### src/rtl/equal_cmp.sv
// Unsigned WIDTH-bit equality comparator: combinational match flag plus registered
// copy, registered per-bit mismatch mask and a saturating match counter.
module equal_cmp #(
  parameter int WIDTH = 16,
  parameter int CNT_W = 16
) (
  input  logic             clk,
  input  logic             rst,
  input  logic [WIDTH-1:0] a,
  input  logic [WIDTH-1:0] b,
  input  logic             cnt_clr,
  output logic             out,
  output logic             out_q,
  output logic [WIDTH-1:0] diff_q,
  output logic [CNT_W-1:0] match_cnt
);

  localparam logic [CNT_W-1:0] CNT_ONE = CNT_W'(1);

  logic             eq_s;
  logic             cnt_sat_s;
  logic             out_d;
  logic [WIDTH-1:0] diff_d;
  logic [CNT_W-1:0] cnt_d;
  logic             out_r_q;
  logic [WIDTH-1:0] diff_r_q;
  logic [CNT_W-1:0] cnt_q;

  // The primary result has no clock or reset dependence.
  assign eq_s      = (a == b);
  assign out       = eq_s;
  assign cnt_sat_s = &cnt_q;

  // Next-state for the registered copies; clear beats increment, count sticks at all-ones.
  always_comb begin
    out_d  = eq_s;
    diff_d = a ^ b;
    cnt_d  = cnt_q;
    if (cnt_clr) begin
      cnt_d = {CNT_W{1'b0}};
    end else if (eq_s && !cnt_sat_s) begin
      cnt_d = cnt_q + CNT_ONE;
    end else begin
      cnt_d = cnt_q;
    end
  end

  // State registers with synchronous reset taking priority over everything else.
  always_ff @(posedge clk) begin
    if (rst) begin
      out_r_q  <= 1'b0;
      diff_r_q <= {WIDTH{1'b0}};
      cnt_q    <= {CNT_W{1'b0}};
    end else begin
      out_r_q  <= out_d;
      diff_r_q <= diff_d;
      cnt_q    <= cnt_d;
    end
  end

  assign out_q     = out_r_q;
  assign diff_q    = diff_r_q;
  assign match_cnt = cnt_q;

endmodule

### config.mk
export PLATFORM = sky130hd
export DESIGN_NAME = equal_cmp
export DESIGN_NICKNAME = d
export VERILOG_FILES = /design/src/rtl/equal_cmp.sv
export SDC_FILE = /design/constraint.sdc
export NUM_CORES = 1
export LEC_CHECK = 0
export ABC_AREA = 1
export CORE_ASPECT_RATIO = 0.8
export CORE_MARGIN = 2
export CORE_UTILIZATION = 35
export CTS_BUF_LIST = sky130_fd_sc_hd__clkbuf_16
export DETAILED_ROUTE_END_ITERATION = 16
export PLACE_DENSITY_LB_ADDON = 0.25
export REMOVE_ABC_BUFFERS = 1
export SLEW_MARGIN = 0
export SYNTH_ARGS = -nofsm -noshare
export SYNTH_HDL_FRONTEND = slang
export SYNTH_SLANG_ARGS = --single-unit
### constraint.sdc
create_clock -name clk -period 2.1 [get_ports clk]
set_input_delay 0.42 -clock clk [delete_from_list [all_inputs] [get_ports clk]]
set_output_delay 0.42 -clock clk [all_outputs]
set_load 0.03 [all_outputs]
==> results of run 1 <==
## repair_timing
| action | 4_1_cts | 5_1_grt |
|---|---|---|
| gates resized for setup | 5 | 42 |
| pin swaps | 0 | 5 |
| buffers inserted | 0 | 1 |
| hold buffers | 0 | 0 |
| setup endpoints to repair | 1 | 1 |
## registers in the layout, summed over array words and instances, names as in the netlist
| register | cells |
|---|---|
| diff_q | 16 |
| match_cnt | 16 |
| out_q | 1 |
## placed cells by master, fill, tap and decap left out, drive strengths merged
cell type and count:
nor3 2, nand4 1, ha 1, nand3 23
xnor2 3, a21oi 11, clkbuf 5, dfxtp 33
nor2 76, dlymetal6s2s 26, nand2 135, o21a 2
inv 44, dlygate4sd2 1, xor2 1, buf 9
clkdlybuf4s50 40
## cell families after synthesis
| logic type | count (synthesis) |
|---|---|
| buffers and inverters | 46 |
| flip-flops | 33 |
| adder cells (fa/ha/maj) | 1 |
| AO/OA/AOI/OAI | 13 |
| XOR/XNOR | 4 |
| AND/OR/NAND/NOR | 237 |
## worst max-delay path, stage by stage
cell	delay [ns]
clkdlybuf4s50_1	0.44
inv_1	0.08
nand2_1	0.05
nand2_1	0.07
nand2_1	0.07
nor2_2	0.11
nand2_2	0.10
nor2_4	0.13
buf_6	0.14
## power by group through the flow
stage	clock network, mW	logic, mW	registers (mW)
floorplan	0	0.0925	0.713
global placement	0	0.282	0.668
detailed placement	0	0.288	0.668
CTS	0.690	0.291	0.655
global route	0.713	0.321	0.656
finish	0.677	0.290	0.655
## final cells by class
cell class / instances / area (µm²)
Clock inverter: 3 / 11.26
Tap cell: 65 / 81.33
Inverter: 41 / 153.9
Fill cell: 545 / 2430
Multi-Input combinational cell: 255 / 1137
Sequential cell: 33 / 660.6
Clock buffer: 5 / 125.1
Timing Repair Buffer: 76 / 805.8
## final timing paths
check        cells past startpoint             to  slack [ns]
min                              4      diff_q[9]        0.48
min reg2reg                      2  match_cnt[15]        0.54
max                              9            out        0.07
max reg2reg                     10   match_cnt[2]        0.45
## metal layers
layer  global-route usage  up-vias  part of all wire
li1                     -     1160                 -
met1               0.2114      918              0.47
met2               0.2778       48              0.47
met3              0.03267        4             0.048
met4              0.06154        0             0.013
met5                    0        -                 0
==> key figures, run 1 <==
Logic synthesis
  • Library cells used by synthesis: 21
  • Top cell type's share of synthesized area: 0.3391
  • Area share of xor/xnor cells in the synthesized design: 0.01798
  • Commonest cells post-synth: 134 x nand2_1, 70 x nor2_1, 39 x inv_1
  • Largest family of logic cells by synthesized area: simple AND/OR/NAND/NOR gates
  • Mux contribution to synthesized area: 0
  • Adder-Cell Fraction of Synth Area: 0.006423
  • Compound-Gate Fraction of Synth Area: 0.03597
  • Post-Syn Instances: 334
  • Ys Warns: 0
  • Ranking of synthesized cells by area: dfxtp_1 34%, nand2_1 26%, nor2_1 13%, inv_1 7.5%, nand3_1 5.4%
  • Post-synthesis register bit count: 33
  • Post-synthesis sequential area ratio: 0.3391
  • Post-Synthesis Cell Area: 0.001948 mm²
  • Ys async rst share: 0
  • Post-Synth Simple-Gate Area: 0.5042
  • Synth area leader: dfxtp_1
  • Most common cell in the netlist: nand2_1
  • Average size of a mapped cell: 5.833 µm²
  • Primary FF master, synth: dfxtp_1
  • Post-synth EDFFs: 0

Floorplanning
  • Chip height: 70.73 µm
  • Core region area: 0.005405 mm²
  • Full die area: 0.006183 mm²
  • Die width: 87.41 µm
  • Ports: 69
  • Initial Util: 0.3604
  • FP Rows: 24

Timing
  • Clock Skew: 0.003900 ns
  • Hold Fails Final Rpt: 0
  • Fmax: 492.5 MHz
  • RSZ-0062 raised after global routing: false
  • Pins Over Slew Limit: 0
  • Minimum clock period: 2.030 ns
  • Final period util: 0.9668
  • Hold_ws: 0.4845 ns
  • Setup TNS: 0 ns
  • Final WS setup: 0.06973 ns
  • Max_slew headroom: 0.7565
  • Worst-margin pin slew: 0.3642 ns
  • Final setup viols: 0

Clock network
  • Worst-Skew Late Latency: 0.27 ns
  • CTS tree: built
  • Clk buf depth: 2
  • CTS Root Cell: clkbuf_16
  • Clock sinks: 33
  • Clk pin slew, worst setup/hold paths: 0.05 ns
  • Cts bufs inserted: 5
  • H-tree lvl count: 2

Critical path
  • Crit Path Class: in2out
  • Max FO, Critical Path: 3
  • Worst Path Arrival: 1.61 ns
  • Critical R2R Launch: match_cnt[0]
  • CP startpoint kind: input pin
  • Crit path capture type: output port
  • CP Data Required Time: 1.68 ns
  • Worst setup path start: b[13]

Global routing
  • Initial antenna violation count: 0
  • Total gr overflow: 0
  • Pin count of the biggest net entering global routing: 24
  • Gr usage total: 0.1661
  • Vias in the first global route: 1903
  • First-pass GRT wire length: 8045 µm

Power
  • Clock share of power: 0.417
  • Gate power share: 0.179
  • Sw Pwr: 0.4139 mW
  • Internal: 1.209 mW
  • Pwr Total: 1.622 mW
  • Leakage: 1.621 nW
  • Maximum VDD drop: 294.6 µV
  • Power Dens Cells: 545.3 mW/mm²
  • Switch share: 0.2551
  • Flop pwr share: 0.404

Layout
  • Non-Filler Instances: 478
  • Design Area, Final: 0.002975 mm²
  • Total inserted antenna cells: 0
  • Net count, final: 448
  • Final core utilization: 0.5505
  • Layout cells sized above 1: 0.1065
  • Area growth, synth to finish: 52.73%

Placed design
  • I/O Buffers: 68
  • Area after DPL: 0.002726 mm²
  • Placed Cells: 469
  • Detailed placement HPWL: 3838 µm
  • Pre-CTS setup slack: -0.04673 ns
  • GPL Wtd Cong: 0.7862

Detailed routing
  • Routed Antenna Nets: 0
  • DRC Markers: 0
  • DR WL/cell: 10.29 µm
  • Initial DRT Pass Iterations: 4
  • Vias per Instance: 4.456
  • Vias: 2130
  • Final wirelength: 4919 µm
  • DR iter-0 viols: 59

Job
  • MaxCap Viol Count: 0

Worst hold path
  • HP Start: b[9]
  • HP Class: in2reg

Outcome
  • Status: finished, final reports clean
(Power assumes the default switching activity.)
==> run 2: changes to the inputs <==
- CTS_CLUSTER_SIZE: unset -> 40
==> results of run 2 <==
The final DEF is identical to that of run 1; final timing and power are the same.
